===== config.mk =====
export PLATFORM = sky130hd
export DESIGN_NAME = serial_to_parallel_flat
export DESIGN_NICKNAME = d
export VERILOG_FILES = /design/src/rtl/qam_pkg.sv /design/src/rtl/serial_to_parallel_if.sv /design/src/rtl/sync_fifo.sv /design/src/rtl/serial_to_parallel.sv /design/src/flat_wrapper.sv
export SDC_FILE = /design/constraint.sdc
export NUM_CORES = 1
export LEC_CHECK = 0
export CAP_MARGIN = 20
export CORE_AREA = 2 2 81 83
export DETAILED_ROUTE_END_ITERATION = 12
export DIE_AREA = 0 0 83 85
export HOLD_SLACK_MARGIN = 0.03
export PLACE_DENSITY = 0.58
export SYNTH_ARGS = -nofsm -noshare
export SYNTH_HDL_FRONTEND = slang
export SYNTH_SLANG_ARGS = --single-unit

===== constraint.sdc =====
create_clock -name clk -period 7.1 [get_ports clk]
set_clock_uncertainty 0.1 [all_clocks]
set_input_delay 2.13 -clock clk [delete_from_list [all_inputs] [get_ports clk]]
set_output_delay 2.13 -clock clk [all_outputs]
set_load 0.01 [all_outputs]

===== src/rtl/qam_pkg.sv =====
// Types and constants shared between the serial packer and the 16-QAM mapper.
package qam_pkg;

  localparam int unsigned BITS_PER_SYM = 4;

  typedef logic [BITS_PER_SYM-1:0] sym_t;

  localparam sym_t DEFAULT_IDLE_SYM = 4'b0000;

endpackage


===== src/rtl/serial_to_parallel_if.sv =====
// Serial bit handshake in, symbol-rate nibble stream plus underflow status out.
interface serial_to_parallel_if;
  import qam_pkg::*;

  logic        bit_in;
  logic        bit_valid;
  logic        bit_ready;
  sym_t        parallel_out;
  logic        sym_strobe;
  logic        underflow;
  logic [15:0] underflow_cnt;

  modport master (
    output bit_in, bit_valid,
    input  bit_ready, parallel_out, sym_strobe, underflow, underflow_cnt
  );

  modport slave (
    input  bit_in, bit_valid,
    output bit_ready, parallel_out, sym_strobe, underflow, underflow_cnt
  );

endinterface


===== src/rtl/sync_fifo.sv =====
// Single-clock FIFO with a combinational head; a pop advances the read pointer on the edge.
module sync_fifo #(
  parameter int unsigned WIDTH = 4,
  parameter int unsigned DEPTH = 4
) (
  input  logic                     clk,
  input  logic                     rst_n,
  input  logic                     push_i,
  input  logic [WIDTH-1:0]         push_data_i,
  input  logic                     pop_i,
  output logic [WIDTH-1:0]         head_o,
  output logic                     full_o,
  output logic                     empty_o,
  output logic [$clog2(DEPTH):0]   count_o
);

  localparam int unsigned AW = $clog2(DEPTH);
  localparam int unsigned CW = AW + 1;

  logic [WIDTH-1:0] mem_q [DEPTH];
  logic [AW-1:0]    wr_ptr_q, rd_ptr_q;
  logic [CW-1:0]    count_q;
  logic             push_ok, pop_ok;

  always_comb begin
    full_o  = (count_q == CW'(DEPTH));
    empty_o = (count_q == '0);
    // A pop on an empty FIFO is ignored even if a push lands on the same edge.
    push_ok = push_i && !full_o;
    pop_ok  = pop_i && !empty_o;
    head_o  = mem_q[rd_ptr_q];
    count_o = count_q;
  end

  always_ff @(posedge clk) begin
    if (push_ok) begin
      mem_q[wr_ptr_q] <= push_data_i;
    end
  end

  always_ff @(posedge clk or negedge rst_n) begin
    if (!rst_n) begin
      wr_ptr_q <= '0;
      rd_ptr_q <= '0;
      count_q  <= '0;
    end else begin
      if (push_ok) wr_ptr_q <= wr_ptr_q + AW'(1);
      if (pop_ok)  rd_ptr_q <= rd_ptr_q + AW'(1);
      unique case ({push_ok, pop_ok})
        2'b10:   count_q <= count_q + CW'(1);
        2'b01:   count_q <= count_q - CW'(1);
        default: count_q <= count_q;
      endcase
    end
  end

endmodule


===== src/rtl/serial_to_parallel.sv =====
// Packs a serial bit stream MSB-first into nibbles and releases one per symbol period.
module serial_to_parallel
  import qam_pkg::*;
#(
  parameter int unsigned SYM_PERIOD = 16,
  parameter int unsigned FIFO_DEPTH = 4,
  parameter sym_t        IDLE_SYM   = DEFAULT_IDLE_SYM
) (
  input logic                  clk,
  input logic                  rst_n,
  serial_to_parallel_if.slave  bus
);

  localparam int unsigned SCW = $clog2(SYM_PERIOD);
  localparam int unsigned CW  = $clog2(FIFO_DEPTH) + 1;
  localparam logic [SCW-1:0] SYM_LAST = SCW'(SYM_PERIOD - 1);

  logic [SCW-1:0] sym_cnt_q;
  logic [1:0]     bit_cnt_q;
  logic [2:0]     partial_q;
  sym_t           parallel_out_q;
  logic           sym_strobe_q;
  logic           underflow_q;
  logic [15:0]    underflow_cnt_q;

  logic           fifo_full, fifo_empty;
  sym_t           fifo_head;
  logic [CW-1:0]  fifo_count;
  logic           bit_ready, accept, push, tick, pop;

  always_comb begin
    // No pop lookahead: a full FIFO only stalls the bit that would complete a nibble.
    bit_ready = !(fifo_full && bit_cnt_q == 2'd3);
    accept    = bus.bit_valid && bit_ready;
    push      = accept && bit_cnt_q == 2'd3;
    tick      = (sym_cnt_q == SYM_LAST);
    pop       = tick && !fifo_empty;
  end

  sync_fifo #(
    .WIDTH (BITS_PER_SYM),
    .DEPTH (FIFO_DEPTH)
  ) u_fifo (
    .clk         (clk),
    .rst_n       (rst_n),
    .push_i      (push),
    .push_data_i ({partial_q, bus.bit_in}),
    .pop_i       (pop),
    .head_o      (fifo_head),
    .full_o      (fifo_full),
    .empty_o     (fifo_empty),
    .count_o     (fifo_count)
  );

  always_ff @(posedge clk or negedge rst_n) begin
    if (!rst_n) begin
      sym_cnt_q       <= '0;
      bit_cnt_q       <= '0;
      partial_q       <= '0;
      parallel_out_q  <= IDLE_SYM;
      sym_strobe_q    <= 1'b0;
      underflow_q     <= 1'b0;
      underflow_cnt_q <= '0;
    end else begin
      sym_cnt_q    <= tick ? '0 : sym_cnt_q + SCW'(1);
      sym_strobe_q <= tick;
      underflow_q  <= tick && fifo_empty;
      if (tick) begin
        if (!fifo_empty) begin
          parallel_out_q <= fifo_head;
        end else begin
          parallel_out_q <= IDLE_SYM;
          if (underflow_cnt_q != 16'hFFFF) underflow_cnt_q <= underflow_cnt_q + 16'd1;
        end
      end
      if (accept) begin
        bit_cnt_q <= bit_cnt_q + 2'd1;
        partial_q <= {partial_q[1:0], bus.bit_in};
      end
    end
  end

  always_comb begin
    bus.bit_ready     = bit_ready;
    bus.parallel_out  = parallel_out_q;
    bus.sym_strobe    = sym_strobe_q;
    bus.underflow     = underflow_q;
    bus.underflow_cnt = underflow_cnt_q;
  end

  fifo_count_in_range: assert property (@(posedge clk) disable iff (!rst_n)
    fifo_count <= CW'(FIFO_DEPTH));

endmodule


===== src/flat_wrapper.sv =====
// flat-port wrapper written by rule: the top's interface ports become plain ports
module serial_to_parallel_flat import qam_pkg::*;
#(
  parameter int unsigned SYM_PERIOD = 16,
  parameter int unsigned FIFO_DEPTH = 4,
  parameter sym_t        IDLE_SYM   = DEFAULT_IDLE_SYM
)
  (clk, rst_n, bus_bit_in, bus_bit_valid, bus_bit_ready, bus_parallel_out, bus_sym_strobe, bus_underflow, bus_underflow_cnt);
  serial_to_parallel_if bus_i ();
  input logic clk;
  input logic rst_n;
  input wire logic [$bits(bus_i.bit_in)-1:0] bus_bit_in;
  input wire logic [$bits(bus_i.bit_valid)-1:0] bus_bit_valid;
  output wire logic [$bits(bus_i.bit_ready)-1:0] bus_bit_ready;
  output wire logic [$bits(bus_i.parallel_out)-1:0] bus_parallel_out;
  output wire logic [$bits(bus_i.sym_strobe)-1:0] bus_sym_strobe;
  output wire logic [$bits(bus_i.underflow)-1:0] bus_underflow;
  output wire logic [$bits(bus_i.underflow_cnt)-1:0] bus_underflow_cnt;
  assign bus_i.bit_in = bus_bit_in;
  assign bus_i.bit_valid = bus_bit_valid;
  assign bus_bit_ready = bus_i.bit_ready;
  assign bus_parallel_out = bus_i.parallel_out;
  assign bus_sym_strobe = bus_i.sym_strobe;
  assign bus_underflow = bus_i.underflow;
  assign bus_underflow_cnt = bus_i.underflow_cnt;
  serial_to_parallel #(.SYM_PERIOD(SYM_PERIOD), .FIFO_DEPTH(FIFO_DEPTH), .IDLE_SYM(IDLE_SYM)) u_core (.clk(clk), .rst_n(rst_n), .bus(bus_i));
endmodule

After elaboration in Yosys (flattened, before gate mapping)
Memory sizes are Yosys's and may differ from the RTL's.
Cells that the tools add are included.
Widths: inputs -> output; s select.
{"block": "op_classes", "addsub": 7, "n_eq_ne": 6, "muxes": 5, "reduce_logical": 13}
{"op": "$add 16x1->16 const B", "n": 1}
{"op": "$ne 16x16->1 const B", "n": 1}
{"op": "$mux 4", "n": 2}
{"op": "$logic_and 1x1->1", "n": 7}
{"op": "$add 2x1->2 const B", "n": 3}
{"op": "$pmux 3 s2", "n": 1}
{"op": "$add 4x1->4 const B", "n": 1}
{"op": "$eq 2x2->1 const B", "n": 2}
{"op": "$eq 4x4->1 const B", "n": 1}
{"op": "$add 3x1->3 const B", "n": 1}
{"op": "$eq 3x3->1 const B", "n": 1}
{"op": "$logic_not 1->1", "n": 3}
{"op": "$logic_not 3->1", "n": 1}
{"op": "$reduce_and 3->1", "n": 1}
{"op": "$sub 3x1->3 const B", "n": 1}
{"op": "$eq 2x1->1 const B", "n": 1}
{"op": "$mux 1", "n": 2}
{"op": "$reduce_bool 2->1", "n": 1}
{"block": "totals", "reg_bits": 38, "mem_bits_rw": 16, "in_bits": 4, "output_inout_bits": 23, "wordCells": 42, "memories": 1}
{"memory": "u_core.u_fifo.mem_q", "words": 4, "width": 4, "read_ports": 1, "rd_clocked_by_memory_dff": 0, "write_ports": 1, "line_no": "sync_fifo.sv:20", "rtl": "logic [WIDTH-1:0] mem_q [DEPTH];"}

Longest topological paths before layout
Gate-level depths: netlist of the first run.
{"block": "logic_depth", "ltp_word": 8, "mapped_depth": 10, "mapped_depth_nobuf": 10}

Modules after synthesis
Synthesis of the first run repeated with hierarchy kept, for this count alone.
{"block": "unflattened", "cells_unflattened": 178, "area_unflattened_um2": 2469.9}
{"module": "serial_to_parallel", "instances": 1, "cells_per_inst": 120, "area_each_um2": 1452.6, "seq_area_each_um2": 775.7}
{"module": "sync_fifo", "instances": 1, "cells_per_inst": 58, "area_each_um2": 1017.2, "seq_area_each_um2": 655.6}

Worst setup path after synthesis of the first run
Ideal clock, no wire load.
{"block": "synth_timing", "path_kind": "input port to flip-flop", "startpoint": "in bus_bit_valid", "endpoint": "reg u_core.u_fifo.count_q[1], in the netlist u_core.u_fifo.count_o[1]", "setup_ps": 83, "t_arrival_ps": 3371, "required_ps": 6917, "setup_slack_ps": 3547, "stages": 7, "path_cell_list": "nand2_1 > a21oi_1 > inv_1 > ha_1 > inv_1 > fa_1 > o21ai_0"}
{"block": "synth_via", "elab_chain_cells": 5, "elab_cells_between_ends": 7, "cone_classes": "2 x eq/ne; 1 x mux; 4 x reduce/logical"}
{"item": "start: declaration", "line_no": "flat_wrapper.sv:13", "rtl": "input wire logic [$bits(bus_i.bit_valid)-1:0] bus_bit_valid;"}
{"item": "$logic_and 1x1->1 (*)", "line_no": "serial_to_parallel.sv:34", "rtl": "accept = bus.bit_valid && bit_ready;"}
{"item": "$logic_and 1x1->1 (*)", "line_no": "serial_to_parallel.sv:35", "rtl": "push = accept && bit_cnt_q == 2'd3;"}
{"item": "$logic_and 1x1->1 (*)", "line_no": "sync_fifo.sv:29", "rtl": "push_ok = push_i && !full_o;"}
{"item": "$eq 2x1->1 / $eq 2x2->1 (equally long branches)", "line_no": "sync_fifo.sv:49", "rtl": "unique case ({push_ok, pop_ok})"}
{"item": "$pmux 3 s2 / $reduce_bool 2->1 (equally long branches)"}
{"item": "end signal: assignment", "line_no": "sync_fifo.sv:50", "rtl": "2'b10: count_q <= count_q + CW'(1);"}
{"item": "end signal: assignment", "line_no": "sync_fifo.sv:51", "rtl": "2'b01: count_q <= count_q - CW'(1);"}
{"item": "end signal: assignment", "line_no": "sync_fifo.sv:52", "rtl": "default: count_q <= count_q;"}
{"item": "end: declaration", "line_no": "sync_fifo.sv:22", "rtl": "logic [CW-1:0] count_q;"}
Mark *: on every way between the ends. The rest lies on a longest branch, timed or not.
A chain may end at the register's enable or synchronous reset.

Worst setup path in the final report of the first run
Same ends and word-level chain as after synthesis.

==> results of run 1 <==
cell families (layout without fill, tap and decap cells):
logic type	count (synthesis)	count (layout)	share of synthesized area (%)
AOI/OAI and AO/OA	18	18	5.412
and+or+nand+nor	49	49	12.66
adders and majority gates	9	9	5.045
xor gates and xnor gates	19	19	6.989
muxes	12	12	7.672
buffers and inverters	13	45	2.102
DFF	54	54	60.12
cell type report:
type | instances | area share, %
timing repair buffer | 26 | 9.055
clock inverter | 3 | 0.9321
multi-input combinational | 107 | 31.91
tap | 77 | 3.418
clock buffer | 5 | 2.441
inverter | 11 | 1.465
sequential | 54 | 50.78
worst paths after layout:
check,from,endpoint,depth (start not counted)
worst max-delay path,bus_bit_valid,u_core.u_fifo.count_o[1]$_DFFE_PN0P_,8
worst min-delay path,u_core.bit_cnt_q[0]$_DFFE_PN0N_,u_core.bit_cnt_q[0]$_DFFE_PN0N_,1
max in group asynchronous,rst_n,u_core.bus.underflow_cnt[10]$_DFFE_PN0P_,1
worst max register to register,u_core.sym_cnt_q[0]$_DFF_PN0_,u_core.u_fifo.count_o[2]$_DFFE_PN0P_,9
worst min register to register,u_core.bit_cnt_q[0]$_DFFE_PN0N_,u_core.bit_cnt_q[0]$_DFFE_PN0N_,1
min in group asynchronous,rst_n,u_core.partial_q[2]$_DFFE_PN0N_,1
flip-flops by register name (all words and copies together) (netlist names), 2 cells and up:
name,flops
u_core.bit_cnt_q,2
u_core.bus.parallel_out,4
u_core.bus.underflow_cnt,16
u_core.partial_q,3
u_core.sym_cnt_q,4
u_core.u_fifo.count_o,3
u_core.u_fifo.mem_q,16
u_core.u_fifo.rd_ptr_q,2
u_core.u_fifo.wr_ptr_q,2
synthesized netlist by cell type:
| cell type | count | share of area (%) |
|---|---|---|
| a2111oi_2 | 1 | 0.63 |
| a211oi_1 | 2 | 0.63 |
| a21oi_1 | 4 | 0.84 |
| a21oi_2 | 1 | 0.37 |
| a22o_1 | 4 | 1.5 |
| and2_1 | 5 | 1.3 |
| and3_1 | 2 | 0.53 |
| buf_2 | 1 | 0.21 |
| clkbuf_1 | 1 | 0.16 |
| dfrtp_1 | 38 | 40 |
| edfxtp_1 | 16 | 20 |
| fa_1 | 1 | 0.84 |
| ha_1 | 8 | 4.2 |
| inv_1 | 11 | 1.7 |
| mux2_2 | 6 | 2.8 |
| mux2_4 | 1 | 0.63 |
| mux2i_1 | 1 | 0.42 |
| mux4_2 | 4 | 3.8 |
| nand2_1 | 14 | 2.2 |
| nand2b_1 | 1 | 0.26 |
| nand3_1 | 5 | 1.1 |
| nand3_2 | 1 | 0.42 |
| nand3_4 | 1 | 0.74 |
| nand4_1 | 3 | 0.79 |
| nand4_4 | 1 | 0.89 |
| nor2_1 | 5 | 0.79 |
| nor3_1 | 2 | 0.42 |
| nor3_2 | 1 | 0.42 |
| nor4_1 | 6 | 1.6 |
| nor4_4 | 1 | 0.89 |
| nor4b_1 | 1 | 0.37 |
| o21ai_0 | 4 | 0.84 |
| o31ai_1 | 2 | 0.63 |
| xnor2_1 | 5 | 1.8 |
| xor2_1 | 14 | 5.1 |
per-stage QoR:
| stage | setup slack, ns | total power, W |
|---|---|---|
| after floorplan | 3.547 | 0.0005539 |
| after global placement | 2.922 | 0.0006194 |
| after detailed placement | 2.880 | 0.0006238 |
| after CTS | 3.198 | 0.0008034 |
| after global routing | 3.039 | 0.0008435 |
| final | 3.197 | 0.0007909 |
critical path, cell delays in order:
cell             delay (ns)
clkdlybuf4s50_1        0.47
nand2_1                0.05
a21oi_1                0.42
inv_1                  0.10
ha_1                   0.24
inv_1                  0.07
fa_1                   0.39
o21ai_0                0.16
cells in the final DEF (no fill, tap or decap), drive strengths merged, types with 5 or more instances in the layout:
cell type	netlist	final
clkbuf	1	5
xnor2	5	5
clkdlybuf4s50	0	25
nor2	5	5
inv	11	14
xor2	14	14
nand2	14	14
a21oi	5	5
edfxtp	16	16
nor4	7	7
ha	8	8
and2	5	5
dfrtp	38	38
nand3	7	7
mux2	7	7
layer usage:
metal	share of wire (%)	global-route usage, %	vias to the layer above
met5	0	0	-
met4	1.1	3.577	0
met3	3.4	3.016	5
met2	45	16.86	19
met1	51	15.71	663
li1	-	-	686
power by group:
| group | internal [W] | switching [W] | total [W] |
|---|---|---|---|
| logic | 0.000103 | 0.0000726 | 0.000175 |
| registers | 0.000383 | 0.0000541 | 0.000437 |
| clock network | 0.0000734 | 0.000105 | 0.000178 |
==> results.yml, run 1 <==
run_status:
  status: "finished clean"
die:
  die-area_um2: 7055
  initial_core_util_pct: 38.37
  io_pins: 27
  die_w_um: 83
  coreArea_um2: 6205
  core.rowCount: 29
  die_y_um: 85
clocking:
  clkTransAtPathRegs_ns: 0.10
  worst_skew_pair.late_latency_ns: 0.30
  cts.sinks: 54
  post_cts_buffers: 0
  cts-resized-gates: 0
  htree_levels: 2
  cts_buffer_depth: 2
  numCtsBuffers: 5
  cts_root_buf: "clkbuf_8"
  cts_hold_buf: 0
  cts_tree: "built"
yosys:
  synth.yosys.warnings: 0
  synth_fp_nets: 187
  ys_seq_area_share_pct: 60.12
  synthCells: 174
  synth-seq-cells: 54
  syn_area_um2: 2381
  synth_cell_types: 35
  avgSynthCellArea_um2: 13.68
grt:
  grt_pass1_vias: 1333
  grt_pass1_wl_um: 6354
  antenna_found_initial: 0
  grt_usage_pct: 11.13
  grt_max_degree: 39
  overflow: 0
timing:
  fmax_mhz: 256.2
  max-slew-margin-rel_pct: 42.61
  finalSetupViolCount: 0
  hold_violations: 0
  tightest_slew_ns: 0.8608
  finalWorstPathRequiredPeriod_ns: 3.903
  slew_violations: 0
  min_period_over_period_pct: 54.97
  hold_ws_ns: 0.3981
  rsz0062_at_grt: "false"
  finalSetupTns_ns: 0
route:
  drc: 0
  wirelength_um: 3729
  firstDrtPassIters: 4
  viasPerCell: 4.852
  antenna_left: 0
  drt_first_iter_violations: 65
  num_vias: 1373
  wl_per_cell_um: 13.18
cells_and_area:
  fin_nets: 218
  final_cell_count_no_fill: 283
  num-fill-cells: 553
  final-seq-area_um2: 1431
  final_util_pct: 45.43
  multi_input_area_um2: 899.6
  syn_to_final_growth_pct: 18.39
  drive_gt1_share_pct: 13.11
  num_antenna_cells: 0
  finalInstanceArea_um2: 2819
worst_setup_path:
  required_ns: 7.23
  path_max_fanout: 8
  start_kind: "input pin"
  r2r_setup_slack_ns: 4.57
  endpoint_kind: "flop"
  arrival_ns: 4.03
  worstSetupPathType: "input pin to flop"
placement:
  routabilityCongestion: 0.7080
  placed_cells: 275
  portBuffers: 26
  place_area_um2: 2724
  hpwl_um: 2712
min_path:
  hold_class: "flop to flop"
power_and_ir_drop:
  p_leak_nw: 1.194
  vdd_drop_max_mv: 0.1733
  power_density_nw_per_um2: 280.5
job:
  cap_violations: 0
No activity file was read; power rests on OpenSTA's default activity.
==> run 2: changes to the inputs <==
clock period = 3.69 ns   (was 7.1 ns; I/O delays follow)
==> run 2 against run 1 <==
Compared with the run above: combinational power increased by 97%; clock power is 94% higher; cell count is 0.35% higher; sequential share of layout area down 0.18 points; critical path type is now flop to output pin; critical endpoint is now bus_bit_ready; largest cell class unchanged.
==> results.yml, run 2 (synthesized netlist as in run 1, its figures left out) <==
clocking:
  cts_buffer_depth: 2
  cts-resized-gates: 0
  worst_skew_pair.late_latency_ns: 0.31
  numCtsBuffers: 5
  clkTransAtPathRegs_ns: 0.09
  cts_hold_buf: 0
  post_cts_buffers: 0
  htree_levels: 2
  cts_tree: "built"
  cts_root_buf: "clkbuf_8"
  cts.sinks: 54
route:
  drc: 0
  firstDrtPassIters: 4
  drt_first_iter_violations: 59
  viasPerCell: 4.891
  wl_per_cell_um: 13.46
  antenna_left: 0
  wirelength_um: 3824
  num_vias: 1389
timing:
  max-slew-margin-rel_pct: 42.47
  fmax_mhz: 361.9
  hold_violations: 0
  rsz0062_at_grt: "false"
  finalSetupViolCount: 0
  finalWorstPathRequiredPeriod_ns: 2.763
  finalSetupTns_ns: 0
  min_period_over_period_pct: 74.89
  tightest_slew_ns: 0.8629
  slew_violations: 0
power_and_ir_drop:
  p_leak_nw: 1.200
  vdd_drop_max_mv: 0.2933
  power_frac_seq_pct: 55.0
  power_density_nw_per_um2: 541.5
  power.internal_w: 0.001081
  clkPwrFrac_pct: 22.6
  comb_power_share_pct: 22.4
  sw_frac_of_total_pct: 29.46
  total_power_w: 0.001532
  switchingPower_w: 0.0004513
job:
  cap_violations: 0
placement:
  routabilityCongestion: 0.7181
  portBuffers: 26
  hpwl_um: 2781
die:
  coreArea_um2: 6205
  die_y_um: 85
  core.rowCount: 29
  die-area_um2: 7055
  die_w_um: 83
  io_pins: 27
  initial_core_util_pct: 38.37
grt:
  grt_pass1_vias: 1463
  antenna_found_initial: 0
  overflow: 0
  grt_pass1_wl_um: 6948
  grt_max_degree: 39
  grt_usage_pct: 12.21
worst_setup_path:
  arrival_ns: 1.56
  endpoint_kind: "output pin"
  path_max_fanout: 2
  crit_path_top_delay_cell: "clkdlybuf4s50_1"
  worstSetupPathType: "flop to output pin"
  cpPeakStageDelay_ns: 0.55
  path_cells: "ha_1 > nand3_1 > clkdlybuf4s50_1"
  start_kind: "flop"
  required_ns: 2.48
min_path:
  hold_class: "flop to flop"
cells_and_area:
  final_util_pct: 45.59
  syn_to_final_growth_pct: 18.81
  num_antenna_cells: 0
  drive_gt1_share_pct: 13.53
  fin_nets: 219
  layout_common_cells: "dfrtp_1, clkdlybuf4s50_1, edfxtp_1"
  final_common_cell: "dfrtp_1"
  num-fill-cells: 567
run_status:
  status: "finished clean"
-- run 2: path summary, 6_finish.rpt --
path	from	endpoint	slack [ns]	cells after the start
max in group asynchronous	rst_n	u_core.u_fifo.count_o[1]$_DFFE_PN0P_	2.14	1
min reg2reg	u_core.bit_cnt_q[0]$_DFFE_PN0N_	u_core.bit_cnt_q[0]$_DFFE_PN0N_	0.39	1
max	u_core.bit_cnt_q[0]$_DFFE_PN0N_	bus_bit_ready	0.93	3
max reg2reg	u_core.sym_cnt_q[0]$_DFF_PN0_	u_core.u_fifo.count_o[2]$_DFFE_PN0P_	1.17	9
min	u_core.bit_cnt_q[0]$_DFFE_PN0N_	u_core.bit_cnt_q[0]$_DFFE_PN0N_	0.39	1
min in group asynchronous	rst_n	u_core.partial_q[2]$_DFFE_PN0N_	0.80	1
-- run 2: layout make-up --
cell class,instances,area (um2),share of cell area [%]
multi-input cells,107,899.6,31.80
clock buffers,5,68.82,2.433
inverters,11,41.29,1.460
repair buffers,27,262.8,9.288
well taps,77,96.34,3.406
flip-flops and latches,54,1431,50.60
clock inverters,3,28.78,1.017
-- run 2: stage by stage --
| stage | setup slack [ns] | cells | hold WS (ns) | cell area (um2) |
|---|---|---|---|---|
| 2_1_floorplan | 1.160 | 174 | 0.3528 | 2381 |
| 3_3_place_gp | 0.6917 | 276 | 0.3710 | 2731 |
| 3_5_place_dp | 0.6580 | 276 | 0.3779 | 2731 |
| 4_1_cts | 0.9033 | 284 | 0.3992 | 2829 |
| 5_1_grt | 0.8287 | 284 | 0.4234 | 2829 |
| 6_report | 0.9266 | 284 | 0.3895 | 2829 |
-- run 2: power by group through the flow --
stage | Clock [W] | Combinational, W | Sequential, W
after global placement | 0 | 0.000342 | 0.000855
final | 0.000346 | 0.000344 | 0.000842
after global routing | 0.000388 | 0.000391 | 0.000866
after floorplan | 0 | 0.000232 | 0.000833
after detailed placement | 0 | 0.000349 | 0.000859
after CTS | 0.000362 | 0.000352 | 0.000847
-- run 2: layer usage --
layer | part of all wire, % | routed length [um] | up-vias | track usage, %
li1 | - | - | 687 | -
met3 | 3.6 | 137 | 5 | 3.405
met2 | 46 | 1778 | 23 | 19.72
met4 | 0.84 | 32 | 0 | 3.577
met5 | 0 | 0 | - | 0
met1 | 49 | 1876 | 674 | 16.26
-- run 2: critical path, delay by kind of cell, from the launching register on --
family / cells / cell delay [ns]
adder cells (fa/ha/maj): 1 / 0.22
AND/OR/NAND/NOR: 1 / 0.09
flip-flops: 1 / 0.40
buffers and inverters: 1 / 0.55
